<file path="src/rtl/conv_maxpool2x2.sv">
// Streaming 2x2 stride-1 max-pool over raster-ordered feature maps.
// One previous-row line buffer plus left/diag taps form the window; output is registered.
module conv_maxpool2x2 #(
  parameter int DATA_W = 8,
  parameter int MAP_W  = 5,
  parameter int MAP_H  = 5,
  parameter int N_MAP  = 6
) (
  input  logic              clk1,
  input  logic              rst_n,
  input  logic              in_valid,
  input  logic [DATA_W-1:0] in_data,
  output logic              out_valid,
  output logic [DATA_W-1:0] out_data,
  output logic              out_last
);

  localparam int COL_W = (MAP_W > 1) ? $clog2(MAP_W) : 1;
  localparam int ROW_W = (MAP_H > 1) ? $clog2(MAP_H) : 1;
  localparam int MAP_CW = (N_MAP > 1) ? $clog2(N_MAP) : 1;
  localparam logic [COL_W-1:0]  COL_LAST = COL_W'(MAP_W - 1);
  localparam logic [ROW_W-1:0]  ROW_LAST = ROW_W'(MAP_H - 1);
  localparam logic [MAP_CW-1:0] MAP_LAST = MAP_CW'(N_MAP - 1);

  logic [COL_W-1:0]  r_col;
  logic [ROW_W-1:0]  r_row;
  logic [MAP_CW-1:0] r_map;
  logic [DATA_W-1:0] r_line [MAP_W];
  logic [DATA_W-1:0] r_left;
  logic [DATA_W-1:0] r_diag;
  logic              r_out_valid;
  logic [DATA_W-1:0] r_out_data;
  logic              r_out_last;

  logic              w_col_end;
  logic              w_row_end;
  logic              w_map_end;
  logic              w_emit;
  logic              w_frame_end;
  logic [DATA_W-1:0] w_line_col;
  logic [DATA_W-1:0] w_max;

  function automatic logic [DATA_W-1:0] max2(input logic [DATA_W-1:0] a,
                                             input logic [DATA_W-1:0] b);
    return (a > b) ? a : b;
  endfunction

  assign w_col_end   = (r_col == COL_LAST);
  assign w_row_end   = (r_row == ROW_LAST);
  assign w_map_end   = (r_map == MAP_LAST);
  assign w_frame_end = w_col_end & w_row_end & w_map_end;
  // Row 0 and column 0 lack a full window; stale line/left/diag contents are never emitted.
  assign w_emit      = in_valid & (r_row != {ROW_W{1'b0}}) & (r_col != {COL_W{1'b0}});
  assign w_line_col  = r_line[r_col];
  assign w_max       = max2(max2(r_diag, w_line_col), max2(r_left, in_data));

  // Raster position counters, advanced only on accepted beats.
  always_ff @(posedge clk1 or negedge rst_n) begin
    if (!rst_n) begin
      r_col <= {COL_W{1'b0}};
      r_row <= {ROW_W{1'b0}};
      r_map <= {MAP_CW{1'b0}};
    end else if (in_valid) begin
      if (w_col_end) begin
        r_col <= {COL_W{1'b0}};
        if (w_row_end) begin
          r_row <= {ROW_W{1'b0}};
          r_map <= w_map_end ? {MAP_CW{1'b0}} : r_map + MAP_CW'(1);
        end else begin
          r_row <= r_row + ROW_W'(1);
        end
      end else begin
        r_col <= r_col + COL_W'(1);
      end
    end
  end

  // Window storage: previous row, previous pixel and the old line entry one column back.
  always_ff @(posedge clk1) begin
    if (in_valid) begin
      r_diag         <= w_line_col;
      r_line[r_col]  <= in_data;
      r_left         <= in_data;
    end
  end

  // Registered output stage; data is zeroed on non-emitting cycles.
  always_ff @(posedge clk1 or negedge rst_n) begin
    if (!rst_n) begin
      r_out_valid <= 1'b0;
      r_out_data  <= {DATA_W{1'b0}};
      r_out_last  <= 1'b0;
    end else begin
      r_out_valid <= w_emit;
      r_out_data  <= w_emit ? w_max : {DATA_W{1'b0}};
      r_out_last  <= w_emit & w_frame_end;
    end
  end

  assign out_valid = r_out_valid;
  assign out_data  = r_out_data;
  assign out_last  = r_out_last;

endmodule

</file>
<file path="config.mk">
export PLATFORM = sky130hd
export DESIGN_NAME = conv_maxpool2x2
export DESIGN_NICKNAME = d
export VERILOG_FILES = /design/src/rtl/conv_maxpool2x2.sv
export SDC_FILE = /design/constraint.sdc
export NUM_CORES = 1
export LEC_CHECK = 0
export BUFFER_PORTS_ARGS = -buffer_cell sky130_fd_sc_hd__buf_4
export CORE_MARGIN = 1
export CORE_UTILIZATION = 60
export DETAILED_ROUTE_END_ITERATION = 8
export GPL_ROUTABILITY_DRIVEN = 0
export PLACE_DENSITY = 0.8
export REMOVE_ABC_BUFFERS = 1
export SYNTH_ARGS = -nofsm -noshare
export SYNTH_HDL_FRONTEND = slang
export SYNTH_SLANG_ARGS = --single-unit
export TNS_END_PERCENT = 10
</file>
<file path="constraint.sdc">
create_clock -name clk1 -period 4.4 [get_ports clk1]
set_input_delay 0.88 -clock clk1 [delete_from_list [all_inputs] [get_ports clk1]]
set_output_delay 0.88 -clock clk1 [all_outputs]
set_load 0.05 [all_outputs]
</file>
==> results.sh, run 1 <==
export IMPL_run_status="complete, no violations"
export IMPL_coreArea_um2=5640
export IMPL_fin_crit_ps=4090
export IMPL_syn_avg_cell_area_um2=13.9
export IMPL_synth_distinct_cells=39
export IMPL_tightest_slew_ps=1080
export IMPL_synthCells=258
export IMPL_postCtsSetupBuffers=0
export IMPL_grt_overflow_total=0
export IMPL_drt_total_wl_um=6900
export IMPL_crit_chain="buf_4 -> mux4_2 -> mux2i_2 -> ha_1 -> a211oi_1 -> nor2_1 -> and4bb_4 -> or2_0 -> buf_4 -> o21ai_0 -> inv_1 -> ha_1 -> a211oi_1 -> nor2_1 -> o311ai_4 -> o22ai_1"
export IMPL_io_pins=21
export IMPL_dp_cells=355
export IMPL_worstPathMaxFanout=8
export IMPL_cts_root_buf="clkbuf_8"
export IMPL_vias=2184
export IMPL_async_flop_share_pct=25.3
export IMPL_drc=0
export IMPL_seq_area_frac_synth_pct=60.0
export IMPL_final_nets=333
export IMPL_finalCritPeriodShare_pct=93.1
export IMPL_final_common_cell="edfxtp_1"
export IMPL_clock_sinks=75
export IMPL_std_cell_rows=27
export IMPL_hold_class="in2async"
export IMPL_grt_pass1_wl_um=11000
export IMPL_reg2reg_slack_ps=310
export IMPL_antenna_found_initial=0
export IMPL_critPathCaptureType="flip-flop"
export IMPL_regToRegEndpoint="out_data[4]"
export IMPL_ys_ff_latch=75
export IMPL_cap_viol_max_count=0
export IMPL_initial_core_util_pct=63.8
export IMPL_power_density_nw_per_um2=722
export IMPL_skew_ps=9.13
export IMPL_wire_per_inst_um=18.6
export IMPL_critical_path_class="reg2reg"
export IMPL_area_growth_pct=14.9
export IMPL_critPathRequiredTime_ps=4590
export IMPL_num_antenna_cells=0
export IMPL_grtUsageTotal_pct=24.4
export IMPL_fmax_mhz=244
export IMPL_r2r_cells=16
export IMPL_timing_slew_headroom_pct=27.3
export IMPL_synth_ff_type="edfxtp_1"
export IMPL_startpoint="r_col[0]"
export IMPL_die_area_um2=6310
export IMPL_fin_ws_ps=306
export IMPL_grt_max_degree=27
export IMPL_setup_tns_ps=0
export IMPL_hold_violations=0
export IMPL_r2r_start="r_col[0]"
export IMPL_grt_pass1_vias=2205
export IMPL_finish_utilization_pct=73.3
export IMPL_dp_hpwl_um=4960
export IMPL_setup_viol=0
export IMPL_place_area_um2=3880
export IMPL_stdcell_count=371
export IMPL_viasPerCell=5.89
export IMPL_drv_slew=0
export IMPL_leakagePower_nw=1.73
export IMPL_final_antenna_net_count=0
export IMPL_dp_slack_ps=83.7
export IMPL_peakVddDrop_uv=482
export IMPL_die_w_um=79.4
export IMPL_cpPeakStageDelay_ps=540
export IMPL_clkTransAtPathRegs_ps=80
export IMPL_yosys_warnings=0
export IMPL_arrival_ps=4280
export IMPL_io_buffers=20
export IMPL_cts_tree="done"
export IMPL_cts_max_path_buffers=2
export IMPL_drive_gt1_share_pct=24.4
export IMPL_layout_common_cells="56 x edfxtp_1, 31 x buf_4, 30 x inv_1"
export IMPL_synth_edf_count=56
export IMPL_drt_first_pass_iters=4
export IMPL_syn_area_um2=3600
export IMPL_cts_made_buffers=9
export IMPL_drt_iter0_markers=105
export IMPL_clock_latency_ps=330
export IMPL_start_kind="flip-flop"
export IMPL_final_cell_area_um2=4130
export IMPL_die_h_um=79.4
export IMPL_cts_htree_levels=3
export IMPL_crit_slowest_cell="mux4_2"
[how the worst max path moves through the flow]
stage	endpoint	slack [ps]
floorplan	out_data[0]	300
global placement	out_data[1]	200
detailed placement	out_data[0]	80
CTS	out_data[0]	60
global route	out_data[4]	-10
finish	out_data[4]	310
[worst max-delay path, delay by kind of cell (launching register included)]
| family | cells | cell delay (ps) |
|---|---|---|
| AOI/OAI and AO/OA | 5 | 990 |
| adders and majority gates | 2 | 500 |
| buffers and inverters | 3 | 440 |
| DFF | 1 | 360 |
| muxes | 2 | 750 |
| and+or+nand+nor | 4 | 910 |
[metrics by stage]
| stage | total power [mW] | hold slack, ps |
|---|---|---|
| 2_1_floorplan | 1.91 | 455 |
| 3_3_place_gp | 2.28 | 479 |
| 3_5_place_dp | 2.34 | 489 |
| 4_1_cts | 2.90 | 406 |
| 5_1_grt | 3.19 | 413 |
| 6_report | 2.99 | 407 |
[synthesized netlist by cell type (2+ instances only)]
| master | instances | share of area [%] |
|---|---|---|
| nor3_1 | 2 | 0.28 |
| mux2_2 | 2 | 0.63 |
| nor2b_1 | 2 | 0.35 |
| ha_1 | 28 | 9.7 |
| mux4_2 | 8 | 5.0 |
| and4_1 | 2 | 0.49 |
| or2_2 | 2 | 0.35 |
| and3_1 | 2 | 0.35 |
| clkbuf_1 | 2 | 0.21 |
| nand2_1 | 10 | 1.0 |
| a21oi_1 | 5 | 0.70 |
| inv_1 | 30 | 3.1 |
| edfxtp_1 | 56 | 47 |
| buf_2 | 2 | 0.28 |
| a211oi_1 | 2 | 0.42 |
| dfrtp_1 | 19 | 13 |
| mux2i_1 | 16 | 4.5 |
| o21ai_0 | 24 | 3.3 |
| o22ai_1 | 8 | 1.4 |
| nor3b_1 | 2 | 0.42 |
| nand4_1 | 4 | 0.70 |
| nor2_1 | 8 | 0.83 |
| a21o_1 | 3 | 0.63 |
| nand3_1 | 4 | 0.56 |
[where the power goes]
group | switching, mW | internal [mW]
clock network | 0.241 | 0.318
registers | 0.100 | 0.919
logic | 0.784 | 0.623
[sequential cells by signal, indices dropped and copies added (netlist names)]
| register | count |
|---|---|
| r_line | 40 |
| out_data | 8 |
| r_diag | 8 |
| r_left | 8 |
| r_col | 3 |
| r_map | 3 |
| r_row | 3 |
| out_last | 1 |
| out_valid | 1 |
[area by class of cell]
type | count | area (µm²)
Clock buffer | 11 | 131
Clock inverter | 5 | 77.6
Fill cell | 363 | 1510
Inverter | 30 | 113
Multi-Input combinational cell | 147 | 1330
Sequential cell | 75 | 2160
Tap cell | 72 | 90.1
Timing Repair Buffer | 31 | 233
[logic make-up (layout without fill, tap and decap cells)]
family	after synthesis	after routing	share of synthesized area, %
AO/OA/AOI/OAI	51	51	9.46
XOR/XNOR	1	1	0.244
adder cells (fa/ha/maj)	28	28	9.74
buffers and inverters	36	77	4.14
flip-flops	75	75	60.0
multiplexers	26	26	10.1
AND/OR/NAND/NOR	41	41	6.37
[timing repair]
item,in CTS,in global routing
endpoints found under the setup margin,0,8
hold buffers,0,0
resized for setup,0,14
[metal layers]
metal	vias up	wire [µm]	part of all wire [%]	global-route usage [%]
met1	1070	3080	45	33.3
met5	-	0	0	0
met4	0	114	1.7	10.5
met2	65	3400	49	39.0
met3	8	303	4.4	3.66
li1	1041	-	-	-
Power figures use the tool's default switching activity.
==> run 2, diff against run 1 <==
Settings changed: CELL_PAD_IN_SITES_DETAIL_PLACEMENT set to 0, CELL_PAD_IN_SITES_GLOBAL_PLACEMENT set to 2, CORE_UTILIZATION 60 to 43, PLACE_DENSITY 0.8 to 0.79.
==> run 2 against run 1 <==
Against the previous run:
- hold slack lost 12 ps
- non-clock buffer count up 6
- largest power group unchanged
- register-to-register slack improved by 30 ps
- utilization fell by 19 points
- sequential share of layout area down 1.7 points
- final cell count grew 9.7%
- die area increased by 38%
- via count down 2.2%
- power rose by 3.4%
- clock power up 6.1%
- sequential power is essentially flat
- global-route usage shrank 6.1 points
==> results.sh, run 2 (synthesized netlist as in run 1, its figures left out) <==
export IMPL_peakVddDrop_uv=276
export IMPL_viasPerCell=5.25
export IMPL_max_flop_register="r_line"
export IMPL_register_area_um2=2160
export IMPL_grt_pass1_vias=2246
export IMPL_layout_common_cells="56 x edfxtp_1, 36 x buf_4, 30 x inv_1"
export IMPL_finalCritPeriodShare_pct=92.3
export IMPL_cts_root_buf="clkbuf_8"
export IMPL_io_buffers=20
export IMPL_met3_length_um=200
export IMPL_tightest_slew_ps=1130
export IMPL_die_h_um=93.5
export IMPL_dp_slack_ps=139
export IMPL_final_nets=339
export IMPL_pwr_share_comb_pct=47.9
export IMPL_largest_register_ffs=40
export IMPL_p_switching_mw=1.16
export IMPL_p_clk_share_pct=19.2
export IMPL_power_density_nw_per_um2=723
export IMPL_drt_first_pass_iters=4
export IMPL_grt_pass1_wl_um=11700
export IMPL_drive_gt1_share_pct=27.9
export IMPL_route_met2_wl_um=3210
export IMPL_drt_iter0_markers=81
export IMPL_r2r_start="r_col[0]"
export IMPL_antenna_found_initial=0
export IMPL_critPathRequiredTime_ps=4670
export IMPL_fin_ws_ps=340
export IMPL_grtUsageTotal_pct=18.3
export IMPL_clock_latency_ps=350
export IMPL_multi_input_area_um2=1360
export IMPL_clkTransAtPathRegs_ps=80
export IMPL_die_area_um2=8740
export IMPL_grt_max_degree=27
export IMPL_die_w_um=93.5
export IMPL_postCtsSetupBuffers=0
export IMPL_drv_slew=0
export IMPL_num_antenna_cells=0
export IMPL_dp_hpwl_um=5000
export IMPL_grt_setup_unrepaired="no"
export IMPL_setup_tns_ps=0
export IMPL_met1_length_um=3280
export IMPL_critical_path_class="reg2reg"
export IMPL_timing_slew_headroom_pct=23.8
export IMPL_fin_crit_ps=4060
export IMPL_seq_power_share_pct=32.9
export IMPL_hold_violations=0
export IMPL_finish_utilization_pct=53.9
export IMPL_worstPathMaxFanout=8
export IMPL_skew_ps=8.00
export IMPL_area_growth_pct=18.7
export IMPL_final_antenna_net_count=0
export IMPL_critPathCaptureType="flip-flop"
export IMPL_final_common_cell="edfxtp_1"
export IMPL_io_pins=21
export IMPL_top_layer="met4"
export IMPL_clock_sinks=75
export IMPL_fmax_mhz=246
export IMPL_hold_class="in2async"
export IMPL_leakagePower_nw=1.78
export IMPL_cts_max_path_buffers=2
export IMPL_coreArea_um2=7930
export IMPL_vias=2137
export IMPL_grt_overflow_total=0
export IMPL_cap_viol_max_count=0
export IMPL_p_total_mw=3.09
export IMPL_cts_made_buffers=9
export IMPL_initial_core_util_pct=45.4
export IMPL_fillers=669
export IMPL_cts_htree_levels=3
export IMPL_start_kind="flip-flop"
export IMPL_drt_total_wl_um=6840
export IMPL_intPower_mw=1.93
export IMPL_sw_frac_of_total_pct=37.5
export IMPL_startpoint="r_col[0]"
export IMPL_wire_per_inst_um=16.8
export IMPL_hold_buffers=0
export IMPL_whs_ps=394
export IMPL_std_cell_rows=32
export IMPL_drc=0
export IMPL_arrival_ps=4330
export IMPL_cts_tree="done"
export IMPL_setup_viol=0
export IMPL_run_status="complete, no violations"
-- run 2: changes by cell type in the layout (fill, tap and decap cells not counted), moves of 2 or more --
| cell | before | now |
|---|---|---|
| clkbuf_1 | 2 | 0 |
| o22ai_2 | 0 | 5 |
| o22ai_1 | 8 | 3 |
| buf_4 | 31 | 36 |
| mux2i_2 | 4 | 1 |
| mux2i_1 | 12 | 14 |
-- run 2: per-stage QoR --
| stage | instances | cell area (µm²) |
|---|---|---|
| after floorplan | 252 | 3560 |
| after global placement | 391 | 3980 |
| after detailed placement | 391 | 3980 |
| after CTS | 407 | 4200 |
| after global routing | 407 | 4270 |
| final | 407 | 4270 |
-- run 2: layer usage --
metal / track usage (%) / vias up
met5: 0 / -
met2: 28.3 / 37
met4: 7.05 / 0
li1: - / 1055
met1: 25.1 / 1033
met3: 4.31 / 12
-- run 2: area by class of cell --
| cell class | instances | share of cell area (%) |
|---|---|---|
| clock inverter | 7 | 2.34 |
| clock buffer | 9 | 2.90 |
| timing repair buffer | 37 | 6.80 |
| tap | 102 | 2.99 |
| sequential | 75 | 50.5 |
| inverter | 30 | 2.64 |
| multi-input combinational | 147 | 31.8 |
-- run 2: path summary, 6_finish.rpt --
check	to	slack, ps	cells after the start
worst max-delay path	out_data[0]	340	18
worst min-delay path	r_map[2]	390	1
worst max register to register	out_data[0]	340	18
worst min register to register	r_map[0]	490	1
max in group asynchronous	r_col[1]	3780	1
min in group clk1	r_map[0]	490	1
-- run 2: power by group through the flow --
stage / Combinational (mW) / Sequential [mW] / Clock, mW
2_1_floorplan: 0.836 / 1.07 / 0
3_3_place_gp: 1.38 / 1.02 / 0
3_5_place_dp: 1.38 / 1.03 / 0
4_1_cts: 1.39 / 1.01 / 0.610
5_1_grt: 1.66 / 1.03 / 0.637
6_report: 1.48 / 1.02 / 0.593
-- run 2: timing repair --
item                                    CTS  global route
hold endpoints to repair                  0             0
gates resized for setup                   0            19
endpoints found under the setup margin    0             8
-- run 2: critical path: stages, from the launching register on --
cell and delay [ps]:
dfrtp_1 390, buf_12 140, mux4_2 500, mux2i_1 220
ha_1 290, a211oi_1 200, nor2_1 90, and4bb_4 360
or2_0 240, buf_4 180, o21ai_1 80, buf_4 150
inv_1 50, ha_1 240, nand4_1 150, a21oi_2 60
o31ai_2 240, nand2_2 180, o22ai_2 230
